===== config.mk =====
export PLATFORM = sky130hd
export DESIGN_NAME = ddr_frame_rw_ctrl
export DESIGN_NICKNAME = d
export VERILOG_FILES = /design/src/rtl/ddr_frame_pkg.sv /design/src/rtl/ddr_frame_rw_ctrl_addr_gen.sv /design/src/rtl/ddr_frame_rw_ctrl.sv
export SDC_FILE = /design/constraint.sdc
export NUM_CORES = 1
export LEC_CHECK = 0
export ABC_AREA = 1
export ABC_CLOCK_PERIOD_IN_PS = 3550
export CAP_MARGIN = 20
export CORE_AREA = 2 2 244 246
export DETAILED_ROUTE_END_ITERATION = 16
export DIE_AREA = 0 0 246 248
export HOLD_SLACK_MARGIN = 0.1
export SETUP_SLACK_MARGIN = 0.4
export SLEW_MARGIN = 25
export SYNTH_ARGS = -nofsm -noshare
export SYNTH_HDL_FRONTEND = slang
export SYNTH_HIERARCHICAL = 1
export SYNTH_SLANG_ARGS = --single-unit

===== constraint.sdc =====
create_clock -name ui_clk -period 3.55 [get_ports ui_clk]
set_input_delay 0.71 -clock ui_clk [delete_from_list [all_inputs] [get_ports ui_clk]]
set_output_delay 0.71 -clock ui_clk [all_outputs]
set_load 0.01 [all_outputs]

===== src/rtl/ddr_frame_pkg.sv =====
// Shared types and constant helpers for the DDR frame read/write initiator.
package ddr_frame_pkg;

  typedef enum logic [2:0] {
    ST_IDLE,
    ST_WR_REQ,
    ST_WR_WAIT,
    ST_RD_REQ,
    ST_RD_WAIT
  } state_t;

  localparam int unsigned BURST_LEN_W = 10;
  localparam int unsigned BEAT_CNT_W  = 11;

  // App-address distance covered by one burst.
  function automatic int unsigned burst_step(input int unsigned len, input int unsigned step);
    return len * step;
  endfunction

  function automatic int unsigned bursts_per_frame(input int unsigned frame_beats, input int unsigned len);
    return frame_beats / len;
  endfunction

endpackage


===== src/rtl/ddr_frame_rw_ctrl_addr_gen.sv =====
// Frame-relative burst address pointer with wrap-around and frame resync.
module ddr_frame_addr_gen #(
  parameter int unsigned ADDR_WIDTH       = 28,
  parameter int unsigned BURST_STEP       = 512,
  parameter int unsigned BURSTS_PER_FRAME = 4050
) (
  input  logic                  i_clk,
  input  logic                  i_rst,
  input  logic [ADDR_WIDTH-1:0] i_base,
  input  logic                  i_advance,
  input  logic                  i_sync,
  output logic [ADDR_WIDTH-1:0] o_addr,
  output logic                  o_frame_done
);

  localparam int unsigned CNT_W = (BURSTS_PER_FRAME > 1) ? $clog2(BURSTS_PER_FRAME) : 1;
  localparam logic [CNT_W-1:0] LAST = CNT_W'(BURSTS_PER_FRAME - 1);

  logic [ADDR_WIDTH-1:0] r_addr;
  logic [CNT_W-1:0]      r_cnt;
  logic                  w_last;

  assign w_last = (r_cnt == LAST);

  // Sync overrides a coincident advance, including the wrap.
  always_ff @(posedge i_clk) begin
    if (i_rst || i_sync) begin
      r_addr <= i_base;
      r_cnt  <= '0;
    end else if (i_advance) begin
      if (w_last) begin
        r_addr <= i_base;
        r_cnt  <= '0;
      end else begin
        r_addr <= r_addr + ADDR_WIDTH'(BURST_STEP);
        r_cnt  <= r_cnt + CNT_W'(1);
      end
    end
  end

  assign o_addr       = r_addr;
  assign o_frame_done = i_advance && !i_sync && !i_rst && w_last;

endmodule


===== src/rtl/ddr_frame_rw_ctrl.sv =====
// User-side burst initiator: drains the ingress FIFO into DDR and refills the egress FIFO.
module ddr_frame_rw_ctrl
  import ddr_frame_pkg::*;
#(
  parameter int unsigned ADDR_WIDTH    = 28,
  parameter int unsigned DATA_WIDTH    = 128,
  parameter int unsigned BURST_LEN     = 64,
  parameter int unsigned ADDR_STEP     = 8,
  parameter int unsigned FRAME_BEATS   = 259200,
  parameter int unsigned WR_BASE       = 0,
  parameter int unsigned RD_BASE       = 0,
  parameter int unsigned FIFO_CNT_W    = 11,
  parameter int unsigned RD_FIFO_DEPTH = 1024
) (
  input  logic                   ui_clk,
  input  logic                   ui_clk_sync_rst,
  input  logic                   init_calib_complete,
  input  logic                   frame_sync,
  input  logic                   rd_enable,
  input  logic [FIFO_CNT_W-1:0]  wr_fifo_cnt,
  input  logic [DATA_WIDTH-1:0]  wr_fifo_dout,
  output logic                   wr_fifo_rd_en,
  input  logic [FIFO_CNT_W-1:0]  rd_fifo_cnt,
  output logic                   rd_fifo_wr_en,
  output logic [DATA_WIDTH-1:0]  rd_fifo_din,
  output logic                   wr_burst_req,
  output logic [BURST_LEN_W-1:0] wr_burst_len,
  output logic [ADDR_WIDTH-1:0]  wr_burst_addr,
  input  logic                   wr_burst_data_req,
  output logic [DATA_WIDTH-1:0]  wr_burst_data,
  input  logic                   wr_burst_finish,
  output logic                   rd_burst_req,
  output logic [BURST_LEN_W-1:0] rd_burst_len,
  output logic [ADDR_WIDTH-1:0]  rd_burst_addr,
  input  logic                   rd_burst_data_valid,
  input  logic [DATA_WIDTH-1:0]  rd_burst_data,
  input  logic                   rd_burst_finish,
  output logic                   wr_frame_done,
  output logic                   rd_frame_done
);

  localparam int unsigned STEP = burst_step(BURST_LEN, ADDR_STEP);
  localparam int unsigned BPF  = bursts_per_frame(FRAME_BEATS, BURST_LEN);
  localparam logic [FIFO_CNT_W-1:0] WR_THR    = FIFO_CNT_W'(BURST_LEN);
  localparam logic [FIFO_CNT_W-1:0] RD_THR    = FIFO_CNT_W'(RD_FIFO_DEPTH - BURST_LEN);
  localparam logic [BEAT_CNT_W-1:0] BEATS_EXP = BEAT_CNT_W'(BURST_LEN);

  state_t                r_state;
  state_t                w_state_next;
  logic                  r_rr_rd;
  logic                  r_sync_pend;
  logic [BEAT_CNT_W-1:0] r_wr_beats;
  logic [BEAT_CNT_W-1:0] r_rd_beats;
  logic [BEAT_CNT_W-1:0] w_wr_beats_fin;
  logic [BEAT_CNT_W-1:0] w_rd_beats_fin;
  logic                  w_wr_ok;
  logic                  w_rd_ok;
  logic                  w_wr_done;
  logic                  w_rd_done;
  logic                  w_sync;

  assign w_wr_ok   = (wr_fifo_cnt >= WR_THR);
  assign w_rd_ok   = rd_enable && (rd_fifo_cnt <= RD_THR);
  assign w_wr_done = (r_state == ST_WR_WAIT) && wr_burst_finish && !ui_clk_sync_rst;
  assign w_rd_done = (r_state == ST_RD_WAIT) && rd_burst_finish && !ui_clk_sync_rst;

  // A sync seen mid-burst is held until that burst's finish is handled.
  assign w_sync = !ui_clk_sync_rst &&
                  (((r_state == ST_IDLE) && frame_sync) ||
                   ((w_wr_done || w_rd_done) && (frame_sync || r_sync_pend)));

  assign wr_burst_len = BURST_LEN_W'(BURST_LEN);
  assign rd_burst_len = BURST_LEN_W'(BURST_LEN);

  always_ff @(posedge ui_clk) begin
    if (ui_clk_sync_rst) r_state <= ST_IDLE;
    else                 r_state <= w_state_next;
  end

  always_comb begin
    w_state_next = r_state;
    unique case (r_state)
      ST_IDLE: begin
        if (init_calib_complete) begin
          if (w_wr_ok && w_rd_ok) w_state_next = r_rr_rd ? ST_RD_REQ : ST_WR_REQ;
          else if (w_wr_ok)       w_state_next = ST_WR_REQ;
          else if (w_rd_ok)       w_state_next = ST_RD_REQ;
        end
      end
      ST_WR_REQ:  w_state_next = ST_WR_WAIT;
      ST_WR_WAIT: if (wr_burst_finish) w_state_next = ST_IDLE;
      ST_RD_REQ:  w_state_next = ST_RD_WAIT;
      ST_RD_WAIT: if (rd_burst_finish) w_state_next = ST_IDLE;
      default:    w_state_next = ST_IDLE;
    endcase
  end

  always_comb begin
    wr_burst_req  = 1'b0;
    rd_burst_req  = 1'b0;
    wr_fifo_rd_en = 1'b0;
    wr_burst_data = '0;
    rd_fifo_wr_en = 1'b0;
    rd_fifo_din   = '0;
    unique case (r_state)
      ST_WR_REQ: wr_burst_req = 1'b1;
      ST_RD_REQ: rd_burst_req = 1'b1;
      ST_WR_WAIT: begin
        wr_fifo_rd_en = wr_burst_data_req;
        wr_burst_data = wr_fifo_dout;
      end
      ST_RD_WAIT: begin
        rd_fifo_wr_en = rd_burst_data_valid;
        rd_fifo_din   = rd_burst_data;
      end
      default: ;
    endcase
  end

  // Beat totals include a beat arriving in the finish cycle itself.
  assign w_wr_beats_fin = r_wr_beats + BEAT_CNT_W'(wr_burst_data_req);
  assign w_rd_beats_fin = r_rd_beats + BEAT_CNT_W'(rd_burst_data_valid);

  always_ff @(posedge ui_clk) begin
    if (ui_clk_sync_rst) begin
      r_rr_rd     <= 1'b0;
      r_sync_pend <= 1'b0;
      r_wr_beats  <= '0;
      r_rd_beats  <= '0;
    end else begin
      if (w_wr_done)      r_rr_rd <= 1'b1;
      else if (w_rd_done) r_rr_rd <= 1'b0;

      if (w_wr_done || w_rd_done)                r_sync_pend <= 1'b0;
      else if (frame_sync && r_state != ST_IDLE) r_sync_pend <= 1'b1;

      if (r_state == ST_WR_REQ)                            r_wr_beats <= '0;
      else if (r_state == ST_WR_WAIT && wr_burst_data_req) r_wr_beats <= w_wr_beats_fin;

      if (r_state == ST_RD_REQ)                              r_rd_beats <= '0;
      else if (r_state == ST_RD_WAIT && rd_burst_data_valid) r_rd_beats <= w_rd_beats_fin;

      if (w_wr_done) assert (w_wr_beats_fin == BEATS_EXP);
      if (w_rd_done) assert (w_rd_beats_fin == BEATS_EXP);
    end
  end

  ddr_frame_addr_gen #(
    .ADDR_WIDTH      (ADDR_WIDTH),
    .BURST_STEP      (STEP),
    .BURSTS_PER_FRAME(BPF)
  ) u_wr_addr (
    .i_clk       (ui_clk),
    .i_rst       (ui_clk_sync_rst),
    .i_base      (ADDR_WIDTH'(WR_BASE)),
    .i_advance   (w_wr_done),
    .i_sync      (w_sync),
    .o_addr      (wr_burst_addr),
    .o_frame_done(wr_frame_done)
  );

  ddr_frame_addr_gen #(
    .ADDR_WIDTH      (ADDR_WIDTH),
    .BURST_STEP      (STEP),
    .BURSTS_PER_FRAME(BPF)
  ) u_rd_addr (
    .i_clk       (ui_clk),
    .i_rst       (ui_clk_sync_rst),
    .i_base      (ADDR_WIDTH'(RD_BASE)),
    .i_advance   (w_rd_done),
    .i_sync      (w_sync),
    .o_addr      (rd_burst_addr),
    .o_frame_done(rd_frame_done)
  );

endmodule


==> out/metrics.yaml, run 1 <==
status: "finished, final reports clean"
synth_most_common_cell: "nor2_1"
cts_tree: "yes"
initial_core_util: 0.122
antenna_found_initial: 19
switching_share: 0.354
p_sw_uw: 1520
ff2ff_setup_slack_ns: 0.92
cts.sink_count: 85
fin_ws_ns: 0.489
synth_area_leaders: "edfxtp_1, nor2_1, inv_1"
die-width_um: 246
dp_hpwl_um: 35300
drc: 0
fillers: 6481
dpl_worst_slack_ns: -0.0336
fmax_ghz: 0.327
synthCells: 1213
grt_start_max_net_pins: 54
area_growth_pct: 104
drive_gt1_frac: 0.0396
rows: 89
rsz0062_at_grt: "yes"
hold_viol: 0
sequentialPowerShare: 0.310
grt_pass1_vias: 8070
cp-start-kind: "input port"
drt-total-wl_um: 40200
die_h_um: 248
rr_worst_depth: 12
ys_seq_area_frac: 0.318
relSlewSlack: 0.479
finClkSkew_ns: 0.0149
seq_area_sq_um: 2260
fin_crit_ns: 3.06
p_clk_frac: 0.234
crit_fanout: 8
reg2reg_to: "u_wr_addr/o_addr[4]$_DFFE_PP_"
multi_input_area_sq_um: 3440
syn_area_per_cell_sq_um: 5.87
crit_type: "input port to primary output"
io_pins: 625
internal_power_uw: 2780
setup_violations: 0
critPathRequiredTime_ns: 2.84
hold_buffers: 0
root_buffer: "clkbuf_16"
power.leakage_uw: 0.00673
worstSetupEndpointType: "primary output"
min_period_over_period: 0.862
cts_buffers: 9
synth_edf_count: 56
final_nets: 2157
synth.top_cell.area_share: 0.236
max-cap-violations: 0
dieArea_sq_um: 61000
clk_pin_slew_ns: 0.07
drtIter0Drc: 383
synthArstFlopShare: 0
viasPerCell: 3.37
drv_slew: 0
total_power_uw: 4300
cts_setup_buffers: 0
ys_types: 34
first_pass_iters: 5
clock_latency_ns: 0.37
worst_slew_pin_slew_ns: 0.782
hold_class: "register to register"
grt_first_pass_wirelength_um: 53900
vias: 8895
grt_util_all_layers: 0.123
synth_area_sq_um: 7120
crit_start: "wr_burst_finish"
wl_per_cell_um: 15.2
gp_congestion: 0.806
cp.arrival_ns: 2.35
cts.path.max_buffers: 2
grt_overflow: 0
r2r_start: "r_state[2]$_SDFFE_PP0P_"
pwr_density_cell_nw_per_um2: 296
antenna_left: 0
synth_flop_cell: "edfxtp_1"
ys_seq_elements: 85
coreArea_sq_um: 58500
crit_end: "wr_frame_done"
vdd_drop_max_uv: 223
synth-warning-count: 6
synthTopCellsByCount: "nor2_1, inv_1, nand2_1, edfxtp_1, nand3_1"
htreeDepth: 3
pwr-share-comb: 0.457
io_buffer_count: 598
yosys.area.top_type: "edfxtp_1"
cell type report:
| cell class | instances | area share |
|---|---|---|
| repair buffers | 622 | 0.426 |
| well taps | 773 | 0.0666 |
| clock buffers | 9 | 0.0155 |
| diodes | 1 | 0.000172 |
| clock inverters | 7 | 0.00543 |
| flip-flops and latches | 85 | 0.156 |
| multi-input cells | 784 | 0.237 |
| inverters | 362 | 0.0941 |
through the flow:
step	hold WS (ns)	util	TNS, ns	area (sq um)	std cells
6_report	0.506	0.248	0	14500	2643
5_1_grt	0.557	0.248	0	14500	2643
4_1_cts	0.512	0.248	0	14500	2642
3_5_place_dp	0.498	0.243	-0.0336	14200	2626
3_3_place_gp	0.494	0.243	-0.0422	14200	2626
2_1_floorplan	0.462	-	0	7400	1287
layer usage:
layer  vias to the layer above  part of all wire  GRT usage
li1                       4670                 -          -
met1                      3872              0.42      0.148
met2                       306              0.49      0.211
met3                        33             0.084     0.0390
met4                        14            0.0091     0.0291
met5                         -            0.0020          0
power by group through the flow:
stage                     registers, uW  logic [uW]  clock network [uW]
after detailed placement           1350        1990                   0
final                              1330        1960                1000
after CTS                          1330        2000                1040
after global routing               1350        2140                1070
after floorplan                    1360         763                   0
after global placement             1350        1980                   0
worst min path at each step:
stage                                     from                         endpoint  slack [ns]  depth (start not counted)
5_1_grt        u_rd_addr/r_cnt[6]$_SDFFE_PN0P_  u_rd_addr/r_cnt[6]$_SDFFE_PN0P_        0.56                          2
3_5_place_dp   u_wr_addr/r_cnt[1]$_SDFFE_PN0P_  u_wr_addr/r_cnt[1]$_SDFFE_PN0P_        0.50                          2
6_report       u_wr_addr/r_cnt[1]$_SDFFE_PN0P_  u_wr_addr/r_cnt[1]$_SDFFE_PN0P_        0.51                          2
3_3_place_gp   u_wr_addr/r_cnt[1]$_SDFFE_PN0P_  u_wr_addr/r_cnt[1]$_SDFFE_PN0P_        0.49                          2
4_1_cts        u_wr_addr/r_cnt[1]$_SDFFE_PN0P_  u_wr_addr/r_cnt[1]$_SDFFE_PN0P_        0.51                          2
2_1_floorplan             r_rr_rd$_SDFFE_PP0P_             r_rr_rd$_SDFFE_PP0P_        0.46                          2
repair_timing:
action / 4_1_cts / 5_1_grt
endpoints found under the setup margin: 5 / 10
resized for setup: 11 / 10
pin swaps: 0 / 3
critical path, stage by stage:
cell and delay [ns]:
clkdlybuf4s50_1 0.49, nand2_1 0.06, nor2_1 0.17, buf_4 0.20, inv_1 0.12, nor3_2 0.23
buf_4 0.16, clkdlybuf4s15_2 0.22
cells by family (layout without fill, tap and decap cells):
group / count (synthesis) / after routing / synth area share
adder cells (fa/ha/maj): 6 / 6 / 0.0105
flip-flops: 85 / 85 / 0.318
buffers and inverters: 418 / 1000 / 0.243
AND/OR/NAND/NOR: 623 / 623 / 0.353
AO/OA/AOI/OAI: 54 / 54 / 0.0436
other: 2 / 77 / 0.00105
XOR/XNOR: 25 / 25 / 0.0307
sequential cells by signal, summed over array words and instances, names as in the netlist:
name	cells
u_rd_addr/r_cnt	12
r_state	3
u_wr_addr/r_cnt	12
r_sync_pend	1
u_wr_addr/o_addr	28
u_rd_addr/o_addr	28
r_rr_rd	1
cells in the final DEF, fill, tap and decap left out, types with 23 or more instances in the layout:
cell	count
inv_1	355
nor2_1	390
nand2_1	146
buf_4	23
clkdlybuf4s50_1	589
edfxtp_1	56
dfxtp_1	28
nand3_1	44
conb_1	76
Power figures use the tool's default switching activity.
==> run 2: changes to the inputs <==
--- a/config.mk
+++ b/config.mk
@@ -12,6 +12,7 @@
 export DETAILED_ROUTE_END_ITERATION = 16
 export DIE_AREA = 0 0 246 248
 export HOLD_SLACK_MARGIN = 0.1
+export PLACE_DENSITY = 0.38
 export SETUP_SLACK_MARGIN = 0.4
 export SLEW_MARGIN = 25
 export SYNTH_ARGS = -nofsm -noshare
==> constraint.sdc (replaced) <==
create_clock -name ui_clk -period 3.55 [get_ports ui_clk]
set_input_delay 0.71 -clock ui_clk [delete_from_list [all_inputs] [get_ports ui_clk]]
set_output_delay 0.71 -clock ui_clk [all_outputs]
set_load 0.05 [all_outputs]
==> run 2 against run 1 <==
Cell area is 4.1% lower. Sequential cell count stayed put. Power is 21% higher. Die area stayed put. Sequential share of layout area is 0.66 points higher. Non-clock buffer count is 8 lower. Core utilization is 1.0 points lower. Worst setup slack worse by 0.029 ns. First-iteration DRC count is 2.1% lower. Maximum frequency is 0.95% lower. Clock skew is 0.0058 ns lower. Highest routed layer unchanged.
==> out/metrics.yaml, run 2 (synthesis gave the netlist of run 1 again) <==
status: "finished, final reports clean"
fmax_ghz: 0.324  # -0.95%
wl_per_cell_um: 18.0  # +19%
critPathRequiredTime_ns: 2.84  # about the same
worstSetupEndpointType: "primary output"
cts_setup_buffers: 0  # unchanged
final_nets: 2149  # -0.37%
hold-path-endpoint: "r_rr_rd$_SDFFE_PP0P_"
cts.path.max_buffers: 2  # unchanged
drtIter0Drc: 375  # -2.1%
cp.arrival_ns: 2.38  # +0.03 ns
io_pins: 625  # unchanged
gp_congestion: 0.930  # +15%
antenna_found_initial: 17  # -2
area_growth_pct: 95.5
dp_hpwl_um: 41900  # +19%
die-width_um: 246  # unchanged
r2r_start: "r_state[2]$_SDFFE_PP0P_"
vdd_drop_max_uv: 188  # -16%
rsz0062_at_grt: "yes"
vias: 9102  # +2.3%
io_buffer_count: 598  # unchanged
rows: 89  # unchanged
fin_area_sq_um: 13900  # -4.1%
setup_tns_ns: 0  # unchanged
crit_fanout: 4  # -4
setup_violations: 0  # unchanged
hold_class: "register to register"
final_cell_mix: "nor2_1, inv_1, clkdlybuf4s50_1"
finClkSkew_ns: 0.00915  # -0.00580 ns
viasPerCell: 3.45  # +2.4%
relSlewSlack: 0.442  # -0.0360
antenna_left: 0  # unchanged
cts.sink_count: 85  # unchanged
clock_latency_ns: 0.35  # -0.02 ns
max-cap-violations: 0  # unchanged
hold_viol: 0  # unchanged
root_buffer: "clkbuf_16"
cp-start-kind: "input port"
die_h_um: 248  # unchanged
clk_pin_slew_ns: 0.07  # about the same
hold_buffers: 0  # unchanged
first_pass_iters: 4  # -1
grt_overflow: 0  # unchanged
cts_buffers: 9  # unchanged
crit_type: "input port to primary output"
grt_first_pass_wirelength_um: 64000  # +19%
hp-start: "r_rr_rd$_SDFFE_PP0P_"
initial_core_util: 0.122  # unchanged
drive_gt1_frac: 0.114  # +0.0743
layout_commonest_cell: "nor2_1"
grt_start_max_net_pins: 64  # +19%
drv_slew: 0  # unchanged
placed_area_sq_um: 14000  # -1.4%
htreeDepth: 3  # unchanged
dieArea_sq_um: 61000  # unchanged
holdPathStages: 2  # unchanged
reg2reg_to: "u_wr_addr/o_addr[2]$_DFFE_PP_"
cts_tree: "yes"
pwr_density_cell_nw_per_um2: 374  # +26%
worst_slew_pin_slew_ns: 0.836  # +0.0541 ns
drt-total-wl_um: 47600  # +19%
coreArea_sq_um: 58500  # unchanged
rr_worst_depth: 12  # unchanged
ff2ff_setup_slack_ns: 0.92  # about the same
min_period_over_period: 0.871  # +0.00826
drc: 0  # unchanged
grt_util_all_layers: 0.147  # +0.0243
power.leakage_uw: 0.00772  # +15%
grt_pass1_vias: 8682  # +7.6%
fin_crit_ns: 3.09  # +0.0293 ns
run 2: through the flow:
stage	hold WS (ns)	instances	utilization	setup slack [ns]	total power (uW)
floorplan	0.462	1287	-	0.561	3150
CTS	0.512	2634	0.241	0.337	5310
finish	0.508	2640	0.238	0.459	5210
global placement	0.491	2618	0.239	0.227	4340
global route	0.539	2640	0.238	0.301	5510
detailed placement	0.489	2618	0.239	0.288	4350
run 2: layer usage:
layer	part of all wire	wire (um)	GRT usage
met5	0.0040	189	0.0183
met4	0.0068	323	0.0266
met3	0.065	3090	0.0354
met2	0.49	23500	0.253
met1	0.43	20600	0.186
run 2: power by group:
group          internal (uW)  leakage (uW)  switching (uW)
Clock                    549      0.000136             443
Sequential              1210      0.000789             135
Combinational            891       0.00680            1990
run 2: worst max-delay path by stage:
| stage | startpoint | to | cells after the start |
|---|---|---|---|
| floorplan | ui_clk_sync_rst | rd_frame_done | 10 |
| global placement | ui_clk_sync_rst | wr_frame_done | 12 |
| detailed placement | ui_clk_sync_rst | wr_frame_done | 12 |
| CTS | r_state[2]$_SDFFE_PP0P_ | rd_fifo_din[18] | 6 |
| global route | ui_clk_sync_rst | wr_frame_done | 12 |
| finish | ui_clk_sync_rst | wr_frame_done | 12 |
run 2: area by class of cell:
type / instances / area [sq um]
Antenna cell: 6 / 15.0
Clock buffer: 9 / 225
Clock inverter: 7 / 73.8
Fill cell: 6669 / 44500
Inverter: 362 / 1370
Multi-Input combinational cell: 784 / 3440
Sequential cell: 85 / 2260
Tap cell: 773 / 967
Timing Repair Buffer: 614 / 5570
run 2: critical path: stages:
cell and delay (ns):
clkdlybuf4s50_1 0.48, inv_1 0.09, nand3_1 0.12, inv_1 0.07
o22ai_1 0.10, nand2_1 0.06, nand2_1 0.06, inv_1 0.07
nor2_2 0.16, inv_1 0.11, nor3_4 0.18, buf_12 0.17
run 2: timing repair:
item / 4_1_cts / 5_1_grt
endpoints found under the setup margin: 155 / 112
gates cloned: 0 / 0
resized for setup: 158 / 185
pin swaps: 2 / 0
==> run 3: changes to the inputs <==
--- a/config.mk
+++ b/config.mk
@@ -8,13 +8,13 @@
 export ABC_AREA = 1
 export ABC_CLOCK_PERIOD_IN_PS = 3550
 export CAP_MARGIN = 20
-export CORE_AREA = 2 2 244 246
+export CORE_AREA = 2 2 246 248
 export DETAILED_ROUTE_END_ITERATION = 16
-export DIE_AREA = 0 0 246 248
+export DIE_AREA = 0 0 248 250
 export HOLD_SLACK_MARGIN = 0.1
 export PLACE_DENSITY = 0.38
 export SETUP_SLACK_MARGIN = 0.4
-export SLEW_MARGIN = 25
+export SLEW_MARGIN = 30
 export SYNTH_ARGS = -nofsm -noshare
 export SYNTH_HDL_FRONTEND = slang
 export SYNTH_HIERARCHICAL = 1
==> run 3 against run 2 <==
Sequential power is essentially flat. Combinational power grew 2%. Highest routed layer unchanged. Worst hold slack lost 0.0045 ns.
==> out/metrics.yaml, run 3 (synthesis gave the netlist of run 1 again) <==
grt_start_max_net_pins: 131  # +100%
rsz0062_at_grt: "yes"
drive_gt1_frac: 0.0962  # -0.0177
final_cell_mix: "nor2_1, inv_1, clkdlybuf4s50_1"
hold_class: "register to register"
finClkSkew_ns: 0.00893  # -0.000216 ns
crit_family: "buffers and inverters"
fin_crit_ns: 3.08  # -0.0117 ns
first_pass_iters: 6  # +2
cp.arrival_ns: 2.37  # about the same
wl_per_cell_um: 16.9  # -6.2%
grt_first_pass_wirelength_um: 61000  # -4.7%
dp_hpwl_um: 39000  # -7.0%
setup_violations: 0  # unchanged
antenna_found_initial: 11  # -6
initial_core_util: 0.120  # -0.00226
vias: 9034  # -0.75%
dieArea_sq_um: 62000  # +1.6%
crit_top_cell: "inv_1"
antenna_left: 0  # unchanged
htreeDepth: 3  # unchanged
status: "finished, final reports clean"
drt-total-wl_um: 44800  # -6.1%
hold_viol: 0  # unchanged
fin_area_sq_um: 14400  # +3.5%
pwr_density_cell_nw_per_um2: 363  # -3.1%
critPathRequiredTime_ns: 2.84  # about the same
gp_congestion: 0.905  # -2.7%
grt_util_all_layers: 0.135  # -0.0116
crit_path_max_incr_delay_ns: 0.48  # about the same
root_buffer: "clkbuf_16"
dp_cells: 2626  # +0.31%
cts.path.max_buffers: 2  # unchanged
worst_slew_pin_slew_ns: 0.818  # -0.0183 ns
crit_fanout: 4  # unchanged
min_period_over_period: 0.867  # -0.00331
drv_slew: 0  # unchanged
hold_buffers: 0  # unchanged
stdcell_count: 2643  # +0.11%
worstSetupEndpointType: "primary output"
relSlewSlack: 0.455  # +0.0122
cts_setup_buffers: 0  # unchanged
io_pins: 625  # unchanged
grt_pass1_vias: 8579  # -1.2%
cp-start-kind: "input port"
final_nets: 2148  # -0.047%
grt_overflow: 0  # unchanged
cp_num_buf_inv: 6  # unchanged
io_buffer_count: 598  # unchanged
vdd_drop_max_uv: 212  # +13%
fmax_ghz: 0.325  # +0.38%
power.leakage_uw: 0.00890  # +15%
clk_pin_slew_ns: 0.07  # about the same
slowest_stage: "clkdlybuf4s50_1"
cts_tree: "yes"
worstPathCellList: "clkdlybuf4s50_1, inv_1, nand3_1, inv_1, o22ai_1, nand2_1, nand2_1, inv_1, nor2_4, inv_2, nor3_4, buf_12"
crit_type: "input port to primary output"
die-width_um: 248  # +0.81%
area_growth_pct: 102
clock_latency_ns: 0.35  # about the same
fillers: 6673  # +0.060%
cts.sink_count: 85  # unchanged
drtIter0Drc: 354  # -5.6%
max-cap-violations: 0  # unchanged
cts_buffers: 9  # unchanged
die_h_um: 250  # +0.81%
drc: 0  # unchanged
placed_area_sq_um: 13900  # -0.75%
utilization: 0.242  # +0.00383
coreArea_sq_um: 59600  # +1.9%
viasPerCell: 3.42  # -0.86%
setup_tns_ns: 0  # unchanged
rows: 90  # +1.1%
hold_ws_ns: 0.503  # -0.00454 ns
layout_commonest_cell: "nor2_1"
## run 3: layout make-up
class,count,area (sq um),area share
repair buffers,613,6060,0.421
clock inverters,6,63.8,0.00443
inverters,362,1370,0.0947
well taps,782,978,0.0679
multi-input cells,784,3450,0.240
diodes,1,2.50,0.000174
flip-flops and latches,85,2260,0.157
clock buffers,10,229,0.0159
## run 3: repair_timing
item,in CTS,in global routing
pin swaps,0,2
cloned,0,0
endpoints found under the setup margin,39,103
resized for setup,39,107
## run 3: routing by layer
layer | track usage | part of all wire | wire, um
met1 | 0.174 | 0.44 | 19600
met2 | 0.235 | 0.48 | 21600
met3 | 0.0265 | 0.068 | 3050
met4 | 0.0219 | 0.0095 | 427
met5 | 0 | 0.0012 | 54
## run 3: final timing paths
check | from | endpoint | slack (ns) | cells after the start
setup / recovery | ui_clk_sync_rst | wr_frame_done | 0.47 | 12
hold / removal | u_wr_addr/r_cnt[1]$_SDFFE_PN0P_ | u_wr_addr/r_cnt[1]$_SDFFE_PN0P_ | 0.50 | 2
setup reg to reg | r_state[2]$_SDFFE_PP0P_ | u_wr_addr/o_addr[5]$_DFFE_PP_ | 1.15 | 12
hold reg to reg | u_wr_addr/r_cnt[1]$_SDFFE_PN0P_ | u_wr_addr/r_cnt[1]$_SDFFE_PN0P_ | 0.50 | 2
## run 3: report_power, final
| group | leakage [uW] | switching, uW | internal (uW) | total, uW |
|---|---|---|---|---|
| Clock | 0.000140 | 416 | 545 | 961 |
| Combinational | 0.00798 | 1990 | 935 | 2930 |
| Sequential | 0.000789 | 132 | 1210 | 1340 |
| Total | 0.00890 | 2540 | 2690 | 5230 |
## run 3: through the flow
stage | power, uW | worst slack (ns)
3_3_place_gp | 4330 | 0.247
6_report | 5230 | 0.471
4_1_cts | 5320 | 0.289
3_5_place_dp | 4330 | 0.262
2_1_floorplan | 3150 | 0.561
5_1_grt | 5520 | 0.287
## run 3: worst reg2reg max path, cell delays in order (launching register included)
cell,delay (ns)
dfxtp_1,0.31
inv_1,0.15
nand3_4,0.28
nor2_1,0.23
o22ai_1,0.11
nand2_1,0.07
nand2_1,0.04
inv_1,0.15
nor2_4,0.07
buf_4,0.15
nand2_1,0.08
nand2_1,0.07
inv_1,0.35
